### src/rtl/stage3_pkg.sv
// Shared definitions for the masked S-box output stage: tower-field GF16 arithmetic
// and the linear maps back to the AES polynomial basis.
package stage3_pkg;

   localparam int unsigned GfW   = 4;
   localparam int unsigned ByteW = 8;

   localparam logic [ByteW-1:0] SboxConst = 8'h63;

   // Tower basis: GF16 = GF(2)[w]/(w^4+w+1); a byte is hi*Y^16 + lo*Y with Y^2+Y+(w^3+1)=0.
   // Columns hold the AES-basis images of bits 0..7 of {hi, lo}.
   localparam logic [ByteW-1:0][ByteW-1:0] MinvCols = {
      8'hD8, 8'h0F, 8'h4B, 8'h12, 8'hD4, 8'h53, 8'hAA, 8'h13
   };

   // AES affine matrix, one column per input bit.
   localparam logic [ByteW-1:0][ByteW-1:0] AffCols = {
      8'h8F, 8'hC7, 8'hE3, 8'hF1, 8'hF8, 8'h7C, 8'h3E, 8'h1F
   };

   typedef struct packed {
      logic [GfW-1:0] t00;
      logic [GfW-1:0] t01;
      logic [GfW-1:0] t10;
      logic [GfW-1:0] t11;
   } dom_terms_t;

   function automatic logic [GfW-1:0] gf16_mul(input logic [GfW-1:0] a,
                                               input logic [GfW-1:0] b);
      logic [GfW-1:0] acc;
      logic [GfW-1:0] sh;
      acc = '0;
      sh  = a;
      for (int unsigned i = 0; i < GfW; i++) begin
         if (b[i]) begin
            acc = acc ^ sh;
         end
         sh = {sh[GfW-2:0], 1'b0} ^ (sh[GfW-1] ? 4'h3 : 4'h0);
      end
      return acc;
   endfunction

   function automatic logic [ByteW-1:0] lin_map(input logic [ByteW-1:0][ByteW-1:0] cols,
                                                input logic [ByteW-1:0]             x);
      logic [ByteW-1:0] acc;
      acc = '0;
      for (int unsigned j = 0; j < ByteW; j++) begin
         if (x[j]) begin
            acc = acc ^ cols[j];
         end
      end
      return acc;
   endfunction

   // Affine-of-basis-change, applied identically to each share.
   function automatic logic [ByteW-1:0] share_out_map(input logic [GfW-1:0] hi,
                                                      input logic [GfW-1:0] lo);
      return lin_map(AffCols, lin_map(MinvCols, {hi, lo}));
   endfunction

endpackage

### src/rtl/gf16_mul_dom.sv
// First-order DOM GF16 multiplier: cross-domain terms are refreshed with r and registered
// before compression, so shares never recombine combinationally.
module gf16_mul_dom
   import stage3_pkg::*;
(
   input  logic           CLK,
   input  logic           RST_N,
   input  logic [GfW-1:0] a0,
   input  logic [GfW-1:0] a1,
   input  logic [GfW-1:0] b0,
   input  logic [GfW-1:0] b1,
   input  logic [GfW-1:0] r,
   output logic [GfW-1:0] c0,
   output logic [GfW-1:0] c1
);

   dom_terms_t terms_d;
   dom_terms_t terms_q;

   always_comb begin
      terms_d     = '0;
      terms_d.t00 = gf16_mul(a0, b0);
      terms_d.t01 = gf16_mul(a0, b1) ^ r;
      terms_d.t10 = gf16_mul(a1, b0) ^ r;
      terms_d.t11 = gf16_mul(a1, b1);
   end

   always_ff @(posedge CLK) begin
      if (!RST_N) begin
         terms_q <= '0;
      end else begin
         terms_q <= terms_d;
      end
   end

   always_comb begin
      c0 = terms_q.t00 ^ terms_q.t01;
      c1 = terms_q.t11 ^ terms_q.t10;
   end

endmodule

### src/rtl/stage3_mul_out.sv
// Final masked S-box stage: two DOM multipliers, sharewise linear output map and an
// output register; a two-deep valid pipeline tracks the always-loading data path.
module stage3_mul_out
   import stage3_pkg::*;
(
   input  logic             CLK,
   input  logic             RST_N,
   input  logic             valid_in,
   input  logic [GfW-1:0]   inv0,
   input  logic [GfW-1:0]   inv1,
   input  logic [GfW-1:0]   h0,
   input  logic [GfW-1:0]   h1,
   input  logic [GfW-1:0]   l0,
   input  logic [GfW-1:0]   l1,
   input  logic [GfW-1:0]   rh,
   input  logic [GfW-1:0]   rl,
   output logic [ByteW-1:0] out0,
   output logic [ByteW-1:0] out1,
   output logic             valid_out
);

   logic [GfW-1:0]   hi0;
   logic [GfW-1:0]   hi1;
   logic [GfW-1:0]   lo0;
   logic [GfW-1:0]   lo1;
   logic [1:0]       valid_d;
   logic [1:0]       valid_q;
   logic [ByteW-1:0] out0_d;
   logic [ByteW-1:0] out0_q;
   logic [ByteW-1:0] out1_d;
   logic [ByteW-1:0] out1_q;

   // Normal-basis inverse: the high half pairs with l, the low half with h.
   gf16_mul_dom u_mul_hi (
      .CLK   (CLK),
      .RST_N (RST_N),
      .a0    (inv0),
      .a1    (inv1),
      .b0    (l0),
      .b1    (l1),
      .r     (rh),
      .c0    (hi0),
      .c1    (hi1)
   );

   gf16_mul_dom u_mul_lo (
      .CLK   (CLK),
      .RST_N (RST_N),
      .a0    (inv0),
      .a1    (inv1),
      .b0    (h0),
      .b1    (h1),
      .r     (rl),
      .c0    (lo0),
      .c1    (lo1)
   );

   always_comb begin
      valid_d = {valid_q[0], valid_in};
      // The affine constant is folded into share 0 only.
      out0_d  = share_out_map(hi0, lo0) ^ SboxConst;
      out1_d  = share_out_map(hi1, lo1);
   end

   always_ff @(posedge CLK) begin
      if (!RST_N) begin
         valid_q <= '0;
         out0_q  <= '0;
         out1_q  <= '0;
      end else begin
         valid_q <= valid_d;
         out0_q  <= out0_d;
         out1_q  <= out1_d;
      end
   end

   assign out0      = out0_q;
   assign out1      = out1_q;
   assign valid_out = valid_q[1];

endmodule

### config.mk
export PLATFORM = sky130hd
export DESIGN_NAME = stage3_mul_out
export DESIGN_NICKNAME = d
export VERILOG_FILES = /design/src/rtl/stage3_pkg.sv /design/src/rtl/gf16_mul_dom.sv /design/src/rtl/stage3_mul_out.sv
export SDC_FILE = /design/constraint.sdc
export NUM_CORES = 1
export LEC_CHECK = 0
export BUFFER_PORTS_ARGS = -buffer_cell sky130_fd_sc_hd__buf_2
export CELL_PAD_IN_SITES_DETAIL_PLACEMENT = 0
export CELL_PAD_IN_SITES_GLOBAL_PLACEMENT = 2
export CORE_ASPECT_RATIO = 0.8
export CORE_MARGIN = 10
export CORE_UTILIZATION = 35
export CTS_CLUSTER_DIAMETER = 50
export DETAILED_ROUTE_END_ITERATION = 10
export PLACE_DENSITY_LB_ADDON = 0.15
export SETUP_SLACK_MARGIN = 0.3
export SLEW_MARGIN = 20
export SYNTH_ARGS = -nofsm -noshare
export SYNTH_HDL_FRONTEND = slang
export SYNTH_HIERARCHICAL = 1
export SYNTH_SLANG_ARGS = --single-unit
### constraint.sdc
create_clock -name CLK -period 2.1 [get_ports CLK]
set_input_delay 0 -clock CLK [delete_from_list [all_inputs] [get_ports CLK]]
set_output_delay 0 -clock CLK [all_outputs]
set_load 0.1 [all_outputs]
==> results of run 1 <==
-- final cells by class --
class	count	area [um2]	share of cell area
inverter	9	33.8	0.00790
timing repair buffer	53	273	0.0638
tap	144	180	0.0421
clock inverter	2	37.5	0.00878
multi-input combinational	373	2620	0.613
sequential	50	1000	0.234
clock buffer	6	129	0.0301
-- power breakdown --
group | internal (mW) | switching, mW
sequential | 1.18 | 0.0689
combinational | 0.832 | 1.70
clock | 0.562 | 0.335
total | 2.57 | 2.11
-- critical path, cell delays in order, from the launching register on --
cell and delay, ps:
dfxtp_1 400, xor2_1 260, xnor3_2 530, xnor2_1 140, and2_1 160
-- path summary, 6_finish.rpt --
kind / from / slack [ps] / end
worst max-delay path: u_mul_hi/terms_q[6] / 500 / out1[2]
worst min-delay path: rh[1] / 110 / u_mul_hi/terms_q[9]
worst max register to register: u_mul_hi/terms_q[6] / 500 / out1[2]
worst min register to register: valid_q[0] / 440 / valid_q[1]
-- flip-flops by register name (all words and copies together), names as in the netlist --
| register | cells |
|---|---|
| out0 | 8 |
| u_mul_hi/terms_q | 16 |
| out1 | 8 |
| u_mul_lo/terms_q | 16 |
| valid_q | 2 |
-- metrics by stage --
step / util / instance area (um2) / hold slack (ps) / std cells
5_1_grt: 0.394 / 4280 / 138 / 637
3_5_place_dp: 0.378 / 4100 / 213 / 628
6_report: 0.394 / 4280 / 114 / 637
4_1_cts: 0.394 / 4280 / 118 / 637
2_1_floorplan: - / 3870 / 122 / 469
3_3_place_gp: 0.378 / 4100 / 212 / 628
-- kinds of logic (layout without fill, tap and decap cells) --
logic type	Yosys count	count (layout)	share of synthesized area
buffers and inverters	46	70	0.0637
and+or+nand+nor	166	166	0.197
DFF	50	50	0.259
muxes	17	17	0.0472
xor gates and xnor gates	153	153	0.356
AOI/OAI and AO/OA	37	37	0.0776
-- per-layer routing --
metal  up-vias  global-route usage
met5         -                   0
met1      1302               0.185
met2        71               0.175
met3         6              0.0255
li1       1519                   -
met4         0              0.0238
-- cells in the final DEF, fill, tap and decap left out, types with 2 or more instances in the layout --
cell        n
nand3_1     2
buf_2      51
inv_1       8
o21ai_1     2
mux2i_1    10
mux2_1      2
mux2_2      4
a211oi_2    2
xnor3_2     2
nor4bb_1    4
a32o_1      2
nand2b_1    3
xor2_1     53
a22oi_1     8
o22ai_1     6
a221oi_2    4
o221a_2     2
and2_1     20
nor2_1     36
and2b_2     2
o221ai_1    2
dfxtp_1    50
xnor2_1    97
nand2_1    86
nor3b_1     5
a21oi_1     6
clkbuf_16   5
nor2b_1     6
o21ai_0     2
==> metrics.md, run 1 <==
| Metric | Value |
|---|---|
| Wl on met1 | `4970 um` |
| Die Ht | `114 um` |
| Final Power | `4.68 mW` |
| Syn Nets | `504` |
| EDFF count, synth | `0` |
| Post-route DRC violation count | `0` |
| Crit path time final | `1600 ps` |
| Biggest area consumer among synthesized cells | `dfxtp_1` |
| Nets | `527` |
| # resized after CTS | `0` |
| Hold crit path type | `primary input to flop` |
| CTS H-tree lvls | `2` |
| Peak supply drop | `0.338 mV` |
| Most frequent cell after synthesis | `xnor2_1` |
| Routed wire length | `9460 um` |
| Fin. max-slew vios | `0` |
| HPWL Detailed | `6930 um` |
| Horiz. Die Dim | `138 um` |
| CORE AREA | `10800 um2` |
| Vias per cell | `4.55` |
| WL/cell | `14.8 um` |
| Largest net degree at the start of global routing | `31` |
| Status | `complete, no violations` |
| Yosys Warn Count | `6` |
| CP Max Fanout | `3` |
| Synth cell types | `37` |
| Finish-stage setup viols | `0` |
| Die area | `15700 um2` |
| Num Clock Sinks | `50` |
| CTS clock-pin slew for the worst setup and hold paths | `70 ps` |
| Critical setup path kind | `flop to flop` |
| CTS tree | `built` |
| Leakage | `1.81 nW` |
| Startpoint Class | `flop` |
| Port buffer count | `51` |
| Relative slew slack | `0.572` |
| Avg Cell Area, Syn | `8.25 um2` |
| Drt first pass iters | `4` |
| Async SR Flop Fraction | `0` |
| CP required | `2280 ps` |
| Netlist Area Pre-Place | `3870 um2` |
| GRT Residual Overflow | `0` |
| RSZ-0062 raised after global routing | `false` |
| Filler cells | `1146` |
| Hold_buf cts | `1` |
| Final worst-path setup slack | `504 ps` |
| Pre-CTS WS | `470 ps` |
| Number of max-cap violations | `0` |
| Max clock buf depth | `2` |
| Top routing layer in use | `met4` |
| Clock Latency Late Sink | `280 ps` |
| Worst Max-Slew Pin Slew | `642 ps` |
| Met2 WL | `3730 um` |
| CP Data Arrival Time | `1780 ps` |
| First-pass GRT wire length | `15400 um` |
| Synth Instances | `469` |
| Final worst-path cycle share | `0.760` |
| Starting Density | `0.357` |
| Reg2reg path depth | `4` |
| Power per cell area | `1090 nW/um2` |
| Antenna-violating nets left | `0` |
| # rows | `34` |
| Fraction of layout cells with a size suffix above 1 | `0.158` |
| Top cells by area, synth | `dfxtp_1, xnor2_1, xor2_1` |
| Commonest cells in the netlist | `xnor2_1, nand2_1, xor2_1` |
| Placer Congestion | `0.736` |
| Root buffer cell | `clkbuf_16` |
| Crit end category | `flop` |
| Yosys reg bits | `50` |
| WHS Path Cells | `4` |
| Antenna diodes | `0` |
| Dominant synthesized flop cell | `dfxtp_1` |
| P&R area growth vs syn | `10.5%` |
| Sum of negative setup slack | `0 ps` |
| Post-synth top area share | `0.259` |
| FMAX | `0.627 GHz` |
| I/O pins | `52` |
| CTS Buf Count | `5` |
| Initial antenna violation count | `0` |
| DRT iter0 DRCs | `140` |
| Vias in the first global route | `2852` |
| Wire length on met3 | `688 um` |
| Sequential area share after synthesis | `0.259` |
| Clk_skew | `6.86 ps` |
| Final hold viol count | `0` |
| Vias | `2898` |
| Post-CTS setup buffer count | `0` |
| Total GRT Usage | `0.123` |
Note: power is estimated with default switching activity, not from simulation.
==> run 2: changes to the inputs <==
CORE_UTILIZATION = 31   (was 35)
clock period = 1.4 ns   (was 2.1 ns; I/O delays follow)
==> run 2 against run 1 <==
Effect of this change: combinational power grew 71%; worst hold slack lost 45 ps; sequential cell count is the same; register-to-register slack lost 490 ps; setup slack lost 490 ps; first-iteration DRC count shrank 28%; utilization grew 2.2 points; design area grew 19%; critical path depth is the same; sequential share of layout area shrank 2.9 points; sequential power grew 58%; count of clock-buffer cells in the layout is the same; critical endpoint is now out1[7].
==> metrics.md, run 2 (same netlist as run 1, synthesis figures left out) <==
| Metric | Value |
|---|---|
| Most common cell after layout, fill and taps aside | `xnor2_1 (unchanged)` |
| Post-route DRC violation count | `0 (unchanged)` |
| WL/cell | `14.0 um (was 14.8 um)` |
| Relative slew slack | `0.662 (was 0.572)` |
| I/O pins | `52 (unchanged)` |
| Root buffer cell | `clkbuf_16 (unchanged)` |
| Placer Congestion | `0.773 (was 0.736)` |
| Peak supply drop | `0.959 mV (was 0.338 mV)` |
| DRT iter0 DRCs | `101 (was 140)` |
| CP required | `1580 ps (was 2280 ps)` |
| Die area | `17400 um2 (was 15700 um2)` |
| FMAX | `0.719 GHz (was 0.627 GHz)` |
| Critical setup path kind | `flop to flop (unchanged)` |
| Fraction of layout cells with a size suffix above 1 | `0.328 (was 0.158)` |
| CTS Buf Count | `5 (unchanged)` |
| Finished Layout Cells | `707 (was 637)` |
| Initial antenna violation count | `0 (unchanged)` |
| Horiz. Die Dim | `145 um (was 138 um)` |
| Fin. max-slew vios | `0 (unchanged)` |
| Clk_skew | `6.67 ps (was 6.86 ps)` |
| Clock Latency Late Sink | `280 ps (about the same)` |
| Status | `complete, no violations (unchanged)` |
| Port buffer count | `51 (unchanged)` |
| Crit end category | `flop (unchanged)` |
| Vias in the first global route | `3096 (was 2852)` |
| Starting Density | `0.317 (was 0.357)` |
| Largest net degree at the start of global routing | `23 (was 31)` |
| First-pass GRT wire length | `16300 um (was 15400 um)` |
| Hold crit path type | `primary input to flop (unchanged)` |
| Final hold viol count | `0 (unchanged)` |
| Die Ht | `120 um (was 114 um)` |
| FF-to-FF setup slack | `9 ps (was 500 ps)` |
| CORE AREA | `12200 um2 (was 10800 um2)` |
| RR Endpoint | `out1[7] (was out1[2])` |
| Reg2reg path depth | `4 (unchanged)` |
| P&R area growth vs syn | `31.1% (was 10.5%)` |
| Filler cells | `1236 (was 1146)` |
| # rows | `36 (was 34)` |
| Worst R2R Start | `u_mul_hi/terms_q[6] (unchanged)` |
| Leakage | `2.12 nW (was 1.81 nW)` |
| Total GRT Usage | `0.113 (was 0.123)` |
| CTS tree | `built (unchanged)` |
| Finish-stage setup viols | `0 (unchanged)` |
| CP Data Arrival Time | `1570 ps (was 1780 ps)` |
| Final worst-path cycle share | `0.993 (was 0.760)` |
| Vias per cell | `4.30 (was 4.55)` |
| HPWL Detailed | `7830 um (was 6930 um)` |
| CTS H-tree lvls | `2 (unchanged)` |
| Crit path time final | `1390 ps (was 1600 ps)` |
| Routed wire length | `9900 um (was 9460 um)` |
| Layout Utilization | `0.416 (was 0.394)` |
| Hold_ws | `68.9 ps (was 114 ps)` |
| Worst Max-Slew Pin Slew | `506 ps (was 642 ps)` |
| RSZ-0062 raised after global routing | `true (was false)` |
| Worst Hold End | `u_mul_lo/terms_q[6] (was u_mul_hi/terms_q[9])` |
| Cells after DPL | `692 (was 628)` |
| Startpoint Class | `flop (unchanged)` |
| Final Power | `7.49 mW (was 4.68 mW)` |
| Vias | `3038 (was 2898)` |
| Num Clock Sinks | `50 (unchanged)` |
| WHS Path Cells | `2 (was 4)` |
| GRT Residual Overflow | `0 (unchanged)` |
| Drt first pass iters | `4 (unchanged)` |
| Max clock buf depth | `2 (unchanged)` |
| Hold Path Origin | `RST_N (was rh[1])` |
| CTS clock-pin slew for the worst setup and hold paths | `70 ps (about the same)` |
| Nets | `570 (was 527)` |
| CP Max Fanout | `3 (unchanged)` |
| Power per cell area | `1480 nW/um2 (was 1090 nW/um2)` |
| Biggest regs | `u_mul_hi/terms_q x16, u_mul_lo/terms_q x16 (unchanged)` |
| Antenna-violating nets left | `0 (unchanged)` |
| Antenna diodes | `0 (unchanged)` |
| Commonest cells after routing, fill and taps aside | `xnor2_1, nand2_1, buf_4 (was xnor2_1, nand2_1, xor2_1)` |
| Number of max-cap violations | `0 (unchanged)` |
run 2: cell count changes in the layout (fill, tap and decap cells not counted), sizes merged:
| cell | before | now |
|---|---|---|
| inv | 9 | 10 |
| bufinv | 1 | 0 |
| clkbuf | 6 | 9 |
| clkinvlp | 1 | 0 |
| clkinv | 0 | 1 |
| buf | 52 | 92 |
run 2: layer usage:
| metal | track usage | up-vias | share of wire |
|---|---|---|---|
| li1 | - | 1595 | - |
| met1 | 0.165 | 1389 | 0.54 |
| met2 | 0.165 | 52 | 0.42 |
| met3 | 0.0233 | 2 | 0.036 |
| met4 | 0.0223 | 0 | 0.0037 |
| met5 | 0 | - | 0 |
run 2: worst max-delay path: stages (launching register included):
cell and delay (ps):
dfxtp_2 330, xor2_2 180, xnor3_2 490, xnor2_1 150, and2_1 150
run 2: timing repair:
item / CTS / global route
pin swaps: 19 / 26
gates resized for setup: 21 / 37
setup endpoints to repair: 18 / 25
endpoints found under the hold margin: 1 / 0
hold buffers: 1 / 0
buffers inserted: 2 / 4
run 2: worst max path at each step:
stage	from	to	slack (ps)	depth (start not counted)
after floorplan	u_mul_lo/terms_q[3]	out1[7]	60	4
after global placement	u_mul_lo/terms_q[11]	out0[2]	-100	4
after detailed placement	u_mul_lo/terms_q[11]	out0[2]	-110	4
after CTS	u_mul_hi/terms_q[6]	out1[7]	20	4
after global routing	u_mul_hi/terms_q[14]	out0[7]	-50	4
final	u_mul_hi/terms_q[6]	out1[7]	9	4
run 2: where the power goes:
part | switching, mW | internal (mW) | total [mW]
combinational | 2.73 | 1.61 | 4.34
clock | 0.502 | 0.672 | 1.17
sequential | 0.181 | 1.80 | 1.98
total | 3.41 | 4.08 | 7.49
run 2: cell type report:
cell class,count,area (um2),share of cell area
timing repair buffer,96,644,0.127
clock inverter,2,17.5,0.00345
clock buffer,6,129,0.0254
multi-input combinational,373,3000,0.590
inverter,9,33.8,0.00666
tap,171,214,0.0422
sequential,50,1040,0.205
run 2: through the flow:
| stage | cell area, um2 | worst slack [ps] | TNS [ps] |
|---|---|---|---|
| floorplan | 3990 | 62.3 | 0 |
| global placement | 4530 | -103 | -363 |
| detailed placement | 4530 | -112 | -383 |
| global route | 5070 | -46.8 | -178 |
| CTS | 4830 | 16.7 | 0 |
| finish | 5070 | 9.35 | 0 |
